===== config.mk =====
export PLATFORM = sky130hd
export DESIGN_NAME = imem_loader
export DESIGN_NICKNAME = d
export VERILOG_FILES = /design/src/rtl/loader_pkg.sv /design/src/rtl/loader_word_pack.sv /design/src/rtl/imem_loader.sv
export SDC_FILE = /design/constraint.sdc
export NUM_CORES = 1
export LEC_CHECK = 0
export BUFFER_PORTS_ARGS = -buffer_cell sky130_fd_sc_hd__buf_2
export CAP_MARGIN = 20
export CORE_ASPECT_RATIO = 0.7
export CORE_MARGIN = 2
export CORE_UTILIZATION = 50
export CTS_CLUSTER_SIZE = 30
export DETAILED_ROUTE_END_ITERATION = 12
export PLACE_DENSITY_LB_ADDON = 0.2
export SLEW_MARGIN = 20
export SYNTH_ARGS = -nofsm -noshare
export SYNTH_HDL_FRONTEND = slang
export SYNTH_HIERARCHICAL = 1
export SYNTH_SLANG_ARGS = --single-unit

===== constraint.sdc =====
create_clock -name clk_i -period 6.7 [get_ports clk_i]
set_input_delay 1.34 -clock clk_i [delete_from_list [all_inputs] [get_ports clk_i]]
set_output_delay 1.34 -clock clk_i [all_outputs]
set_load 0.02 [all_outputs]

===== src/rtl/loader_pkg.sv =====
// Shared types and constants for the instruction-memory boot loader.
package loader_pkg;

  typedef enum logic [2:0] {
    ST_IDLE,
    ST_HDR_LO,
    ST_HDR_HI,
    ST_PAYLOAD,
    ST_CHECK,
    ST_DONE,
    ST_ERROR
  } state_e;

  localparam int HDR_WIDTH      = 16;
  localparam int BYTES_PER_WORD = 4;

  // States in which the loader accepts bytes and reports busy.
  function automatic logic is_rx_state(state_e s);
    return (s == ST_HDR_LO) || (s == ST_HDR_HI) || (s == ST_PAYLOAD) || (s == ST_CHECK);
  endfunction

endpackage


===== src/rtl/loader_word_pack.sv =====
// Packs accepted payload bytes into little-endian words and keeps the running XOR.
module loader_word_pack
  import loader_pkg::*;
(
  input  logic        clk_i,
  input  logic        rst_ni,
  input  logic        clear_i,
  input  logic        byte_valid_i,
  input  logic [7:0]  byte_i,
  output logic        last_byte_o,
  output logic        word_valid_o,
  output logic [31:0] word_o,
  output logic [7:0]  xor_o
);

  localparam int              CntW    = $clog2(BYTES_PER_WORD);
  localparam logic [CntW-1:0] LastCnt = CntW'(BYTES_PER_WORD - 1);

  logic [CntW-1:0] cnt_q, cnt_d;
  logic [31:0]     word_q, word_d;
  logic [7:0]      xor_q, xor_d;
  logic            word_valid_q, word_valid_d;

  always_comb begin
    cnt_d        = cnt_q;
    word_d       = word_q;
    xor_d        = xor_q;
    word_valid_d = 1'b0;
    if (clear_i) begin
      cnt_d  = '0;
      word_d = '0;
      xor_d  = '0;
    end else if (byte_valid_i) begin
      cnt_d        = cnt_q + 1'b1;
      // Shift right so the first byte of a word ends up in bits [7:0].
      word_d       = {byte_i, word_q[31:8]};
      xor_d        = xor_q ^ byte_i;
      word_valid_d = (cnt_q == LastCnt);
    end
  end

  always_ff @(posedge clk_i or negedge rst_ni) begin
    if (!rst_ni) begin
      cnt_q        <= '0;
      word_q       <= '0;
      xor_q        <= '0;
      word_valid_q <= 1'b0;
    end else begin
      cnt_q        <= cnt_d;
      word_q       <= word_d;
      xor_q        <= xor_d;
      word_valid_q <= word_valid_d;
    end
  end

  assign last_byte_o  = (cnt_q == LastCnt);
  assign word_valid_o = word_valid_q;
  assign word_o       = word_q;
  assign xor_o        = xor_q;

endmodule


===== src/rtl/imem_loader.sv =====
// Boot loader: receives a framed byte stream, writes instruction memory, checks the
// XOR checksum and releases the core only after a clean load.
//
// state      | meaning
// IDLE       | after reset, waiting for start
// HDR_LO     | waiting for word count bits [7:0]
// HDR_HI     | waiting for word count bits [15:8]
// PAYLOAD    | receiving payload bytes, one write per 4 bytes
// CHECK      | waiting for the checksum byte
// DONE       | load good, core released
// ERROR      | oversize frame or bad checksum, core held
module imem_loader
  import loader_pkg::*;
#(
  parameter int ADDR_WIDTH = 8,
  parameter int MAX_WORDS  = 256
) (
  input  logic                  clk_i,
  input  logic                  rst_ni,
  input  logic                  start_i,
  input  logic [7:0]            rx_data_i,
  input  logic                  rx_valid_i,
  output logic                  rx_ready_o,
  output logic                  imem_we_o,
  output logic [ADDR_WIDTH-1:0] imem_addr_o,
  output logic [31:0]           imem_wdata_o,
  output logic                  core_reset_n_o,
  output logic                  busy_o,
  output logic                  done_o,
  output logic                  error_o,
  output logic [15:0]           words_loaded_o
);

  localparam logic [HDR_WIDTH-1:0] MaxN = HDR_WIDTH'(MAX_WORDS);

  state_e               state_q, state_d;
  logic [7:0]           n_lo_q, n_lo_d;
  logic [HDR_WIDTH-1:0] n_q, n_d;
  logic [15:0]          words_loaded_q;
  logic                 rx_ready_q, busy_q, done_q, error_q, core_reset_n_q;
  logic                 clear, xfer, payload_byte;
  logic                 last_byte, word_valid;
  logic [31:0]          word;
  logic [7:0]           xor_sum;

  assign xfer         = rx_valid_i && rx_ready_q;
  assign payload_byte = xfer && (state_q == ST_PAYLOAD);

  loader_word_pack u_pack (
    .clk_i        (clk_i),
    .rst_ni       (rst_ni),
    .clear_i      (clear),
    .byte_valid_i (payload_byte),
    .byte_i       (rx_data_i),
    .last_byte_o  (last_byte),
    .word_valid_o (word_valid),
    .word_o       (word),
    .xor_o        (xor_sum)
  );

  always_comb begin
    state_d = state_q;
    n_lo_d  = n_lo_q;
    n_d     = n_q;
    clear   = 1'b0;
    case (state_q)
      ST_IDLE, ST_DONE, ST_ERROR: begin
        if (start_i) begin
          state_d = ST_HDR_LO;
          n_d     = '0;
          clear   = 1'b1;
        end
      end
      ST_HDR_LO: begin
        if (xfer) begin
          n_lo_d  = rx_data_i;
          state_d = ST_HDR_HI;
        end
      end
      ST_HDR_HI: begin
        if (xfer) begin
          n_d = {rx_data_i, n_lo_q};
          if (n_d > MaxN)      state_d = ST_ERROR;
          else if (n_d == '0)  state_d = ST_CHECK;
          else                 state_d = ST_PAYLOAD;
        end
      end
      ST_PAYLOAD: begin
        // Last byte of the last word: the checksum may arrive while its write pulses.
        if (payload_byte && last_byte && (words_loaded_q == n_q - HDR_WIDTH'(1)))
          state_d = ST_CHECK;
      end
      ST_CHECK: begin
        if (xfer) state_d = (rx_data_i == xor_sum) ? ST_DONE : ST_ERROR;
      end
      default: state_d = ST_IDLE;
    endcase
  end

  always_ff @(posedge clk_i or negedge rst_ni) begin
    if (!rst_ni) begin
      state_q        <= ST_IDLE;
      n_lo_q         <= '0;
      n_q            <= '0;
      words_loaded_q <= '0;
      rx_ready_q     <= 1'b0;
      busy_q         <= 1'b0;
      done_q         <= 1'b0;
      error_q        <= 1'b0;
      core_reset_n_q <= 1'b0;
    end else begin
      state_q        <= state_d;
      n_lo_q         <= n_lo_d;
      n_q            <= n_d;
      if (clear)           words_loaded_q <= '0;
      else if (word_valid) words_loaded_q <= words_loaded_q + 16'd1;
      rx_ready_q     <= is_rx_state(state_d);
      busy_q         <= is_rx_state(state_d);
      done_q         <= (state_d == ST_DONE);
      error_q        <= (state_d == ST_ERROR);
      core_reset_n_q <= (state_d == ST_DONE);
    end
  end

  assign rx_ready_o     = rx_ready_q;
  assign imem_we_o      = word_valid;
  assign imem_addr_o    = words_loaded_q[ADDR_WIDTH-1:0];
  assign imem_wdata_o   = word;
  assign core_reset_n_o = core_reset_n_q;
  assign busy_o         = busy_q;
  assign done_o         = done_q;
  assign error_o        = error_q;
  assign words_loaded_o = words_loaded_q;

endmodule

After elaboration in Yosys (flattened, before gate mapping)
Cells that the tools add are included.
W data, S select, Z words.
{ "totals": {"regBits": 89, "latch_bits": 0, "ramBits": 0, "rom_bits": 0, "wordCells": 72, "memories": 0} }
{ "classes": {"add_sub_neg": 3, "multipliers": 0, "div": 0, "n_lt_le_gt_ge": 1, "eq_ne": 17, "shift": 0, "muxes": 24, "bitwise_logic": 1, "reduce_logical": 15} }
{ "op_table": {"columns": ["cell", "n"], "rows": [
  ["$mux W16", 4],
  ["$mux W32", 2],
  ["$pmux W16 S2", 1],
  ["$mux W3", 7],
  ["$eq A3 B3 Y1 const B", 6],
  ["$add A16 B1 Y16 const B", 1],
  ["$eq A16 B16 Y1", 1],
  ["$gt A16 B9 Y1 const B", 1],
  ["$logic_not A16 Y1", 1],
  ["$mux W8", 2],
  ["$sub A16 B1 Y16 const B", 1],
  ["$pmux W3 S5", 1],
  ["$eq A3 B2 Y1 const B", 4],
  ["$eq A8 B8 Y1", 1],
  ["$xor A8 B8 Y8", 1],
  ["$eq A3 B1 Y1 const B", 2],
  ["$mux W2", 3],
  ["$reduce_bool A2 Y1", 3],
  ["$logic_and A1 B1 Y1", 4],
  ["$mux W1", 4],
  ["$ne A2 B2 Y1 const B", 2],
  ["$logic_not A3 Y1", 1],
  ["$logic_or A1 B1 Y1", 3],
  ["$reduce_and A3 Y1", 1],
  ["4 further kinds", 4]
]} }

Logic depth before layout (Yosys ltp)
Gate-level depths: netlist of run 1.
{ "logic_depth": {"ltp_word": 10, "ltp_mapped": 9} }

Hierarchy
The synthesis of run 1 kept the hierarchy.
{ "by_module_without_submodules": {"columns": ["mod", "instances", "cells_each", "area_per_inst_um2", "seq_area_each_um2"], "rows": [
  ["imem_loader", 1, 321, 2866.5, 1151.1],
  ["loader_word_pack", 1, 149, 1851.8, 1076.0]
]} }

Least setup slack after synthesis of run 1
Ideal clock, no wire load.
{ "synth_path": {"path_type": "input -> register", "start": "in start_i", "end": "reg u_pack.cnt_q[0]", "setup_ns": 0.132, "arrival_time_ns": 2.592, "t_required_ns": 6.568, "setup_slack_ns": 3.976, "stages": 5, "path_cell_list": "a21boi_1 -> clkbuf_1 -> buf_2 -> clkbuf_1 -> nor2_1"} }
{ "synth_via": {"elab_chain_cells": 3} }
{ "synth_rtl": {"columns": ["element", "line_no", "source"], "rows": [
  ["from (decl)", "imem_loader.sv:20", "input logic start_i,"],
  ["$mux W1 (*)", "imem_loader.sv:68", "if (start_i) begin"],
  ["$mux W1 (*)", "imem_loader.sv:66", "case (state_q)"],
  ["named net clear", "imem_loader.sv:41", "logic clear, xfer, payload_byte;"],
  ["$mux W2 or $reduce_bool A2 Y1 (tied branches)", null, null],
  ["to (signal assigned)", "loader_word_pack.sv:49", "cnt_q <= cnt_d;"],
  ["to (decl)", "loader_word_pack.sv:19", "logic [CntW-1:0] cnt_q, cnt_d;"]
]} }
Mark *: on every way through the listed nets, which the timed path passes. The rest lies on a longest branch.
A chain may end at the register's enable or synchronous reset.

Worst setup path after layout of run 1
{ "layout_path": {"start": "in rx_valid_i", "end": "reg error_q (netlist: error_o)"} }
{ "layout_via": {"elab_chain_cells": 7} }
{ "layout_rtl": {"columns": ["element", "line_no", "source"], "rows": [
  ["from (decl)", "imem_loader.sv:22", "input logic rx_valid_i,"],
  ["$logic_and A1 B1 Y1", "imem_loader.sv:46", "assign xfer = rx_valid_i && rx_ready_q;"],
  ["$logic_and A1 B1 Y1", "imem_loader.sv:47", "assign payload_byte = xfer && (state_q == ST_PAYLOAD);"],
  ["named net payload_byte", "imem_loader.sv:41", null],
  ["$logic_and A1 B1 Y1 (2 in series)", "imem_loader.sv:90", "if (payload_byte && last_byte && (words_loaded_q == n_q - HDR_WIDTH'(1)))"],
  ["$mux W3", "imem_loader.sv:90", null],
  ["$pmux W3 S5", "imem_loader.sv:66", null],
  ["named net state_d[2]", "imem_loader.sv:36", "state_e state_q, state_d;"],
  ["$eq A3 B3 Y1", "imem_loader.sv:120", "error_q <= (state_d == ST_ERROR);"],
  ["to (signal assigned)", "imem_loader.sv:120", null],
  ["to (decl)", "imem_loader.sv:40", "logic rx_ready_q, busy_q, done_q, error_q, core_reset_n_q;"]
]} }
The timed path passes the listed nets, and every way through them passes these cells.

==> results of run 1 <==
## metrics by stage
| step | setup WS, ns | power (uW) | instance area [um^2] | hold slack, ns |
|---|---|---|---|---|
| floorplan | 3.98 | 1580 | 4720 | 0.468 |
| global placement | 3.37 | 1780 | 5060 | 0.498 |
| detailed placement | 3.28 | 1810 | 5060 | 0.500 |
| global route | 3.48 | 2420 | 5330 | 0.542 |
| CTS | 3.62 | 2270 | 5330 | 0.521 |
| finish | 3.62 | 2260 | 5330 | 0.517 |
## final cells by class
| class | count | area (um^2) | area share |
|---|---|---|---|
| Sequential cell | 89 | 2230 | 0.418 |
| Clock inverter | 6 | 35.0 | 0.00658 |
| Inverter | 7 | 26.3 | 0.00493 |
| Tap cell | 124 | 155 | 0.0291 |
| Clock buffer | 10 | 229 | 0.0430 |
| Timing Repair Buffer | 76 | 390 | 0.0733 |
| Multi-Input combinational cell | 340 | 2260 | 0.425 |
## worst register-to-register path, delay by kind of cell, from the launching register on
family | cells | cell delay [ns]
AO/OA/AOI/OAI | 4 | 1.07
AND/OR/NAND/NOR | 3 | 0.58
buffers and inverters | 1 | 0.58
flip-flops | 1 | 0.46
## routing by layer
layer,up-vias,track usage,part of all wire
met1,1758,0.318,0.48
met3,13,0.0484,0.058
met5,-,0,0
met4,0,0.0599,0.013
li1,1733,-,-
met2,99,0.319,0.44
## worst paths after layout
kind	slack (ns)	to	startpoint	depth (start not counted)
worst min register to register	0.52	u_pack/word_o[6]	u_pack/word_o[6]	2
max in group asynchronous	4.72	words_loaded_o[0]	rst_ni	2
worst max register to register	3.93	error_o	state_q[2]	8
min in group asynchronous	0.94	u_pack/xor_o[3]	rst_ni	1
worst max-delay path	3.62	error_o	rx_valid_i	8
worst min-delay path	0.52	u_pack/word_o[6]	u_pack/word_o[6]	2
## report_power, final
group	total, uW	switching (uW)	internal, uW	leakage [uW]
registers	847	163	684	0.00120
clock network	451	202	248	0.000128
logic	965	563	402	0.00119
## cell usage in the layout, fill, tap and decap left out, drive strengths merged, types with 9 or more instances in the layout
master / count
a21oi: 21
buf: 76
clkbuf: 10
dfrtp: 89
mux2i: 36
nand2: 52
nand3: 11
nand3b: 9
nor2: 57
o21ai: 22
xnor2: 23
xor2: 17
## kinds of logic (layout without fill, tap and decap cells)
logic type | after synthesis | after routing | share of synthesized area
DFF | 89 | 89 | 0.472
AOI/OAI and AO/OA | 78 | 78 | 0.118
muxes | 44 | 44 | 0.0955
buffers and inverters | 41 | 99 | 0.0520
xor gates and xnor gates | 40 | 40 | 0.0742
adders and majority gates | 4 | 4 | 0.0101
and+or+nand+nor | 174 | 174 | 0.178
## sequential cells by signal (all words and copies together), names as in the netlist, 2 cells and up
| signal | count |
|---|---|
| words_loaded_o | 16 |
| u_pack/word_o | 32 |
| u_pack/xor_o | 8 |
| state_q | 3 |
| u_pack/cnt_q | 2 |
| n_q | 16 |
| n_lo_q | 8 |
==> out/qor.csv, run 1 <==
stage;metric;value;unit
setup_path;critPathLaunchType;input pin;
global_route;grt_start_max_net_pins;69;
die;row_count;29;
timing;worstMarginPinSlew;0.736;ns
global_route;grt_pass1_wl;17500;um
setup_path;worst-setup-path-type;in2reg;
synthesis;synthTopCellsByArea;dfrtp_1, mux2i_1, nor2_1, xnor2_1, nand2_1;
global_route;grt_util_all_layers;0.215;
synthesis;yosysMostFrequentCell;dfrtp_1;
global_route;first_global_vias;3404;
clock_tree;clkSinkCount;89;
status;outcome;finished, final reports clean;
timing;fin_skew;0.00725;ns
setup_path;cp.required;6.97;ns
synthesis;avgSynthCellArea;10.0;um^2
placement;dp_hpwl;7160;um
timing;final_max_slew_viol_count;0;
synthesis;synth_top_cell_by_area;dfrtp_1;
cells_and_area;n_antenna_cell;0;
pwr;peakVddDrop;0.000203;V
cells_and_area;fin_util;0.585;
setup_path;cp.arrival;3.35;ns
clock_tree;postCtsSetupBuffers;0;
die;fp.dieW;120;um
placement;gp_congestion;0.899;
die;start_util;0.518;
detailed_routing;wl_per_cell;15.7;um
cells_and_area;layout.cells.non_filler;652;
timing;timing.final.crit_period;3.08;ns
timing;grt_setup_unrepaired;false;
synthesis;synth.distinct_cells;57;
synthesis;synth-edff-count;0;
detailed_routing;final_antenna_net_count;0;
clock_tree;cts_tree;yes;
setup_path;crit_chain;buf_2 > nand2_1 > nor2_4 > buf_4 > o2111ai_1 > a2111o_1 > o21bai_4 > a21boi_2;
synthesis;ys_warn_count;6;
synthesis;ys_seq_area_frac;0.472;
cells_and_area;drive_above_1_share;0.222;
detailed_routing;num_vias;3603;
clock_tree;cts-root-buf;clkbuf_16;
synthesis;synth_commonest_cells;dfrtp_1, nor2_1, nand2_1;
placement;port_buffers;73;
detailed_routing;drc;0;
synthesis;synth_top_area_frac;0.472;
cells_and_area;syn_to_final_growth;12.9;%
detailed_routing;wirelength;10200;um
clock_tree;cts_buffers;9;
setup_path;critPathBufInv;2;
detailed_routing;viasPerCell;5.53;
setup_path;crit_family;compound AO/OA/AOI/OAI gates;
clock_tree;h-tree-depth;3;
die;coreArea;9110;um^2
job;cap_violations;0;
min_path;hp-class;reg2reg;
pwr;pwr_density_cell;425;nW/um^2
synthesis;synth_area;4720;um^2
timing;max_freq;324;MHz
clock_tree;hold_buffers;0;
synthesis;syn-num-nets;485;
clock_tree;insertion_delay;0.34;ns
synthesis;synth.ff_latch_count;89;
clock_tree;cts.path.max_buffers;2;
synthesis;syn_inst;470;
global_route;grt_overflow;0;
global_route;antenna_found_initial;0;
timing;hold_violations;0;
timing;relSlewSlack;0.509;
cells_and_area;fin_nets;538;
clock_tree;clk_pin_slew_worst_paths;0.06;ns
detailed_routing;drt_iter0_markers;290;
die;pin_count;74;
pwr;leakagePower;0.00252;uW
timing;setup_viol;0;
die;dieArea;10200;um^2
detailed_routing;dr.pass1.iters;4;
setup_path;cpPeakStageDelay;0.58;ns
timing;setup_tns;0;ns
setup_path;crit_path_end_kind;register;
cells_and_area;fillers;774;
synthesis;synthFlopType;dfrtp_1;
clock_tree;ctsResizeCount;0;
setup_path;critPathSlowestCell;buf_4;
die;die_h;85.3;um
placement;dp_cells;636;
timing;finalCritPeriodShare;0.460;
synthesis;async_flop_share;1.00;
setup_path;critPathMaxFanout;52;
Power figures use the tool's default switching activity.
==> run 2, diff against run 1 <==
==> constraint.sdc (replaced) <==
create_clock -name clk_i -period 3.2 [get_ports clk_i]
set_input_delay 0.64 -clock clk_i [delete_from_list [all_inputs] [get_ports clk_i]]
set_output_delay 0.64 -clock clk_i [all_outputs]
set_load 0.02 [all_outputs]
==> run 2 against run 1 <==
Net effect: critical endpoint unchanged; setup slack got worse by 3.0 ns; critical path type is now reg2reg; final area increased by 1.3%; critical path depth unchanged; hold slack got worse by 0.21 ns; sequential share of layout area decreased by 0.55 points; register-to-register slack got worse by 3.3 ns; flip-flop and latch count unchanged; sequential power increased by 110%; global-route usage increased by 0.22 points; clock power increased by 140%.
==> out/qor.csv, run 2 (same netlist as run 1, synthesis figures left out) <==
stage;metric;value;unit;change
cells_and_area;regArea;2230;um^2;unchanged
pwr;p_switching;1970;uW;+110%
timing;grt_setup_unrepaired;false;;
clock_tree;cts.path.max_buffers;2;;unchanged
pwr;leakagePower;0.00256;uW;+1.4%
cells_and_area;n_antenna_cell;0;;unchanged
die;dieArea;10200;um^2;unchanged
pwr;combPwrFrac;0.417;;-0.009
cells_and_area;fillers;796;;+2.8%
clock_tree;cts-root-buf;clkbuf_16;;
setup_path;reg2reg_slack;0.62;ns;-3.31 ns
detailed_routing;drc;0;;unchanged
setup_path;cp.required;3.47;ns;-3.50 ns
global_route;grt_start_max_net_pins;60;;-13%
timing;max_freq;387;MHz;
die;row_count;29;;unchanged
timing;finalCritPeriodShare;0.807;;
setup_path;critPathMaxFanout;5;;-90%
die;start_util;0.518;;unchanged
timing;relSlewSlack;0.509;;about the same
global_route;grt_util_all_layers;0.217;;+0.00218
global_route;first_global_vias;3519;;+3.4%
pwr;pwr_density_cell;907;nW/um^2;+110%
clock_tree;clkSinkCount;89;;unchanged
clock_tree;clk_pin_slew_worst_paths;0.06;ns;about the same
global_route;grt_overflow;0;;unchanged
timing;setup_viol;0;;unchanged
clock_tree;insertion_delay;0.34;ns;about the same
clock_tree;cts_tree;yes;;
timing;setup_tns;0;ns;unchanged
cells_and_area;post-route-cell-area;5400;um^2;+1.3%
timing;fin_skew;0.00839;ns;+0.00114 ns
pwr;clkPwrFrac;0.221;;+0.022
detailed_routing;wl_per_cell;15.9;um;+1.3%
pwr;peakVddDrop;0.000436;V;+120%
detailed_routing;dr.pass1.iters;5;;+1
cells_and_area;layout.cells.non_filler;654;;+0.31%
placement;dp_hpwl;7160;um;about the same
clock_tree;ctsResizeCount;0;;unchanged
setup_path;r2r_start;n_q[0];;
pwr;switching_share;0.401;;-0.00912
timing;hold_violations;0;;unchanged
setup_path;critPathLaunchType;register;;
die;pin_count;74;;unchanged
detailed_routing;drt_iter0_markers;293;;+1.0%
timing;timing.final.crit_period;2.58;ns;
cells_and_area;syn_to_final_growth;14.4;%;
cells_and_area;fin_nets;540;;+0.37%
detailed_routing;num_vias;3625;;+0.61%
job;cap_violations;0;;unchanged
cells_and_area;drive_above_1_share;0.225;;+0.00294
timing;worstMarginPinSlew;0.736;ns;+0.000170 ns
detailed_routing;wirelength;10400;um;+1.7%
die;fp.dieW;120;um;unchanged
setup_path;crit_path_end_kind;register;;
clock_tree;h-tree-depth;3;;unchanged
clock_tree;cts_buffers;9;;unchanged
clock_tree;hold_buffers;0;;unchanged
timing;hold_ws;0.305;ns;-0.212 ns
cells_and_area;multi_input_area;2260;um^2;unchanged
setup_path;r2r_end;error_o;;
timing;final_max_slew_viol_count;0;;unchanged
pwr;internal-power;2930;uW;+120%
cells_and_area;final_cell_mix;dfrtp_1, buf_2, nor2_1;;
global_route;antenna_found_initial;0;;unchanged
placement;gp_congestion;0.850;;-5.4%
cells_and_area;largest_register_ffs;32;;unchanged
detailed_routing;final_antenna_net_count;0;;unchanged
pwr;seq_power_share;0.363;;-0.011
global_route;grt_pass1_wl;17600;um;+0.63%
detailed_routing;viasPerCell;5.54;;+0.30%
placement;port_buffers;73;;unchanged
status;outcome;finished, final reports clean;;
cells_and_area;final_common_cell;dfrtp_1;;
die;coreArea;9110;um^2;unchanged
setup_path;r2r.worst_path.cells;8;;unchanged
die;die_h;85.3;um;unchanged
setup_path;worst-setup-path-type;reg2reg;;
placement;dp_cells;638;;+0.31%
setup_path;cp.arrival;2.85;ns;-0.50 ns
clock_tree;postCtsSetupBuffers;0;;unchanged
min_path;hp-class;in2async;;
placement;placed_cell_area;5090;um^2;+0.54%
-- run 2: cell types whose count changed in the layout (fill, tap and decap cells not counted) --
cell | previous run | this run
clkinv_2 | 4 | 1
bufinv_16 | 0 | 1
buf_12 | 0 | 1
buf_4 | 4 | 5
clkinv_4 | 0 | 1
clkbuf_8 | 0 | 2
clkinvlp_4 | 2 | 1
-- run 2: final cells by class --
cell class | count | share of cell area
flip-flops and latches | 89 | 0.413
repair buffers | 78 | 0.0774
inverters | 7 | 0.00487
clock inverters | 4 | 0.00950
multi-input cells | 340 | 0.419
well taps | 124 | 0.0287
clock buffers | 12 | 0.0475
-- run 2: through the flow --
stage	power, uW	utilization	setup slack (ns)
5_1_grt	5230	0.593	0.358
2_1_floorplan	3310	-	0.881
6_report	4900	0.593	0.616
4_1_cts	4900	0.593	0.598
3_3_place_gp	3730	0.559	0.740
3_5_place_dp	3800	0.559	0.625
-- run 2: worst max-delay path, stage by stage, from the launching register on --
cell and delay (ns):
dfrtp_1 0.41, inv_1 0.09, ha_1 0.21, or4b_4 0.49, nor4_1 0.31, o211ai_1 0.12, a2111o_1 0.49, o21bai_4 0.20
a21boi_2 0.18
-- run 2: layer usage --
metal / vias up / track usage / share of wire
met1: 1761 / 0.311 / 0.49
met5: - / 0 / 0
li1: 1731 / - / -
met2: 121 / 0.332 / 0.44
met4: 0 / 0.0652 / 0.0098
met3: 12 / 0.0491 / 0.059
-- run 2: worst max-delay path by stage --
stage | startpoint | to | slack, ns | cells past startpoint
after detailed placement | n_q[0] | core_reset_n_o | 0.63 | 8
after floorplan | n_q[0] | core_reset_n_o | 0.88 | 8
after CTS | n_q[0] | error_o | 0.60 | 8
after global routing | n_q[0] | error_o | 0.36 | 8
final | n_q[0] | error_o | 0.62 | 8
after global placement | n_q[0] | core_reset_n_o | 0.74 | 8
-- run 2: power groups by stage --
stage | registers [uW] | logic (uW) | clock network [uW]
6_report | 1780 | 2040 | 1080
4_1_cts | 1770 | 2030 | 1100
3_3_place_gp | 1770 | 1950 | 0
5_1_grt | 1830 | 2250 | 1150
2_1_floorplan | 1780 | 1530 | 0
3_5_place_dp | 1790 | 2020 | 0
==> run 3, diff against run 2 <==
==> constraint.sdc (replaced) <==
create_clock -name clk_i -period 2.1 [get_ports clk_i]
set_input_delay 0.42 -clock clk_i [delete_from_list [all_inputs] [get_ports clk_i]]
set_output_delay 0.42 -clock clk_i [all_outputs]
set_load 0.02 [all_outputs]
==> run 3 against run 2 <==
Net effect: the run now ends with setup timing left; sequential share of layout area fell by 3.6 points; flip-flop and latch count did not move; highest routed layer unchanged; cell count up 9.0%; utilization increased by 5.6 points; via count is 5.8% higher; hold slack gained 0.11 ns; largest power group unchanged; clock power rose by 62%; routed wire length increased by 7.0%; die area unchanged.
==> out/qor.csv, run 3 (same netlist as run 1, synthesis figures left out) <==
stage;metric;value;unit;change
global_route;grt_pass1_wl;18900;um;+7.6%
clock_tree;cts_tree;yes;;
cells_and_area;n_antenna_cell;0;;unchanged
timing;fin_skew;0.00396;ns;-0.00443 ns
cells_and_area;syn_to_final_growth;25.3;%;
detailed_routing;drt_iter0_markers;294;;+0.34%
detailed_routing;viasPerCell;5.38;;-3.0%
setup_path;crit_path_end_kind;register;;
job;cap_violations;0;;unchanged
detailed_routing;drc;0;;unchanged
cells_and_area;post-route-cell-area;5910;um^2;+9.5%
cells_and_area;final_common_cell;dfrtp_1;;
cells_and_area;multi_input_area;2290;um^2;+1.2%
die;dieArea;10200;um^2;unchanged
die;pin_count;74;;unchanged
setup_path;cpPeakStageDelay;0.47;ns;-0.02 ns
timing;relSlewSlack;0.680;;+0.171
detailed_routing;wl_per_cell;15.6;um;-1.8%
timing;hold_violations;0;;unchanged
timing;max_freq;424;MHz;+9.6%
setup_path;reg2reg_slack;-0.26;ns;-0.87 ns
global_route;first_global_vias;3796;;+7.9%
timing;final_max_slew_viol_count;0;;unchanged
setup_path;cp_num_cells;9;;+1
pwr;clkPwrFrac;0.206;;-0.015
timing;grt_setup_unrepaired;true;;
status;outcome;finished, violations left;;
setup_path;critPathSlowestCell;or4b_4;;
die;start_util;0.518;;unchanged
global_route;grt_overflow;0;;unchanged
pwr;pwr_density_cell;1440;nW/um^2;+59%
detailed_routing;wirelength;11100;um;+7.0%
global_route;grt_start_max_net_pins;76;;+27%
timing;setup_viol;6;;+6
setup_path;critPathLaunch;n_q[1];;
die;row_count;29;;unchanged
clock_tree;h-tree-depth;3;;unchanged
global_route;grt_util_all_layers;0.232;;+0.0150
clock_tree;cts.path.max_buffers;2;;unchanged
pwr;p_switching;3210;uW;+64%
setup_path;worstSetupEndpoint;core_reset_n_o;;
pwr;leakagePower;0.00287;uW;+12%
clock_tree;insertion_delay;0.34;ns;about the same
detailed_routing;num_vias;3834;;+5.8%
pwr;internal-power;5310;uW;+81%
placement;pre_cts_ws;-0.386;ns;-1.01 ns
timing;worstMarginPinSlew;0.479;ns;-0.258 ns
timing;finalCritPeriodShare;1.12;;+0.315
clock_tree;cts-root-buf;clkbuf_16;;
cells_and_area;regArea;2230;um^2;unchanged
placement;dp_hpwl;7760;um;+8.3%
cells_and_area;fillers;745;;-6.4%
status;violations;setup timing;;
die;fp.dieW;120;um;unchanged
setup_path;worst-setup-path-type;reg2reg;;
cells_and_area;largest_register_ffs;32;;unchanged
placement;port_buffers;73;;unchanged
min_path;hp-class;in2reg;;
clock_tree;clk_pin_slew_worst_paths;0.06;ns;about the same
die;die_h;85.3;um;unchanged
cells_and_area;fin_nets;599;;+11%
setup_path;cp.arrival;2.63;ns;-0.22 ns
cells_and_area;final_cell_mix;dfrtp_1, buf_2, buf_4;;
setup_path;critPathLaunchType;register;;
placement;placed_cell_area;5490;um^2;+7.8%
placement;gp_congestion;0.878;;+3.3%
setup_path;r2r.worst_path.cells;9;;+1
die;coreArea;9110;um^2;unchanged
global_route;antenna_found_initial;0;;unchanged
setup_path;crit_chain;inv_2 > ha_4 > or4b_4 > nor2_4 > mux2i_1 > o2111ai_1 > a2111o_1 > o21bai_4 > a21boi_2;;
timing;timing.final.crit_period;2.36;ns;-0.226 ns
pwr;switching_share;0.377;;-0.0242
cells_and_area;fin_util;0.649;;+0.0562
setup_path;cp.required;2.37;ns;-1.10 ns
timing;hold_ws;0.411;ns;+0.106 ns
setup_path;r2r_start;n_q[1];;
clock_tree;cts_buffers;9;;unchanged
setup_path;crit_family;compound AO/OA/AOI/OAI gates;;
detailed_routing;dr.pass1.iters;5;;unchanged
pwr;seq_power_share;0.303;;-0.060
setup_path;critPathBufInv;1;;unchanged
setup_path;r2r_end;core_reset_n_o;;
detailed_routing;final_antenna_net_count;0;;unchanged
timing;fin_ws;-0.258;ns;-0.874 ns
clock_tree;clkSinkCount;89;;unchanged
pwr;peakVddDrop;0.000715;V;+64%
cells_and_area;drive_above_1_share;0.307;;+0.0828
pwr;combPwrFrac;0.492;;+0.075
setup_path;critPathMaxFanout;4;;-1
## run 3: changes by cell type in the layout (fill, tap and decap cells not counted), sizes merged
cell / before / now
buf: 78 / 136
clkinv: 2 / 1
bufinv: 1 / 2
dlygate4sd3: 0 / 1
## run 3: timing repair
action,CTS,global route
endpoints found under the hold margin,11,0
hold buffers,1,0
pin swaps,4,4
gates resized for setup,6,0
endpoints found under the setup margin,6,7
gates cloned,0,0
setup buffers,4,5
## run 3: worst register-to-register path, stage by stage, from the launching register on
cell and delay, ns:
dfrtp_1 0.39, inv_2 0.08, ha_4 0.12, or4b_4 0.47, nor2_4 0.10, mux2i_1 0.18, o2111ai_1 0.11, a2111o_1 0.47
o21bai_4 0.18, a21boi_2 0.18
## run 3: layout make-up
class	instances	share of cell area
clock inverter	4	0.0129
sequential	89	0.377
multi-input combinational	340	0.388
tap	124	0.0262
clock buffer	12	0.0417
inverter	7	0.00445
timing repair buffer	137	0.150
## run 3: worst min path at each step
stage	slack, ns	to	cells after the start	startpoint
after floorplan	0.12	busy_o	0	rst_ni
after global placement	0.28	u_pack/word_o[19]	1	rst_ni
after detailed placement	0.29	u_pack/word_o[19]	1	rst_ni
after CTS	0.41	core_reset_n_o	3	start_i
after global routing	0.41	core_reset_n_o	3	start_i
final	0.41	core_reset_n_o	3	start_i
## run 3: through the flow
stage	setup TNS (ns)	total power, uW	std cells
detailed placement	-1.99	6500	687
global route	-2.27	9100	713
CTS	-1.38	8420	708
floorplan	-0.597	5070	470
global placement	-0.906	6390	687
finish	-1.35	8520	713
## run 3: power groups by stage
| stage | Sequential (uW) | Clock, uW | Combinational (uW) |
|---|---|---|---|
| after floorplan | 2720 | 0 | 2350 |
| after global placement | 2570 | 0 | 3820 |
| after detailed placement | 2600 | 0 | 3900 |
| after CTS | 2580 | 1780 | 4060 |
| after global routing | 2650 | 1850 | 4600 |
| final | 2580 | 1750 | 4190 |
## run 3: layer usage
metal | wire [um] | GRT usage | vias up
li1 | - | - | 1860
met1 | 5520 | 0.329 | 1886
met2 | 5020 | 0.365 | 84
met3 | 529 | 0.0544 | 4
met4 | 57 | 0.0545 | 0
met5 | 0 | 0 | -
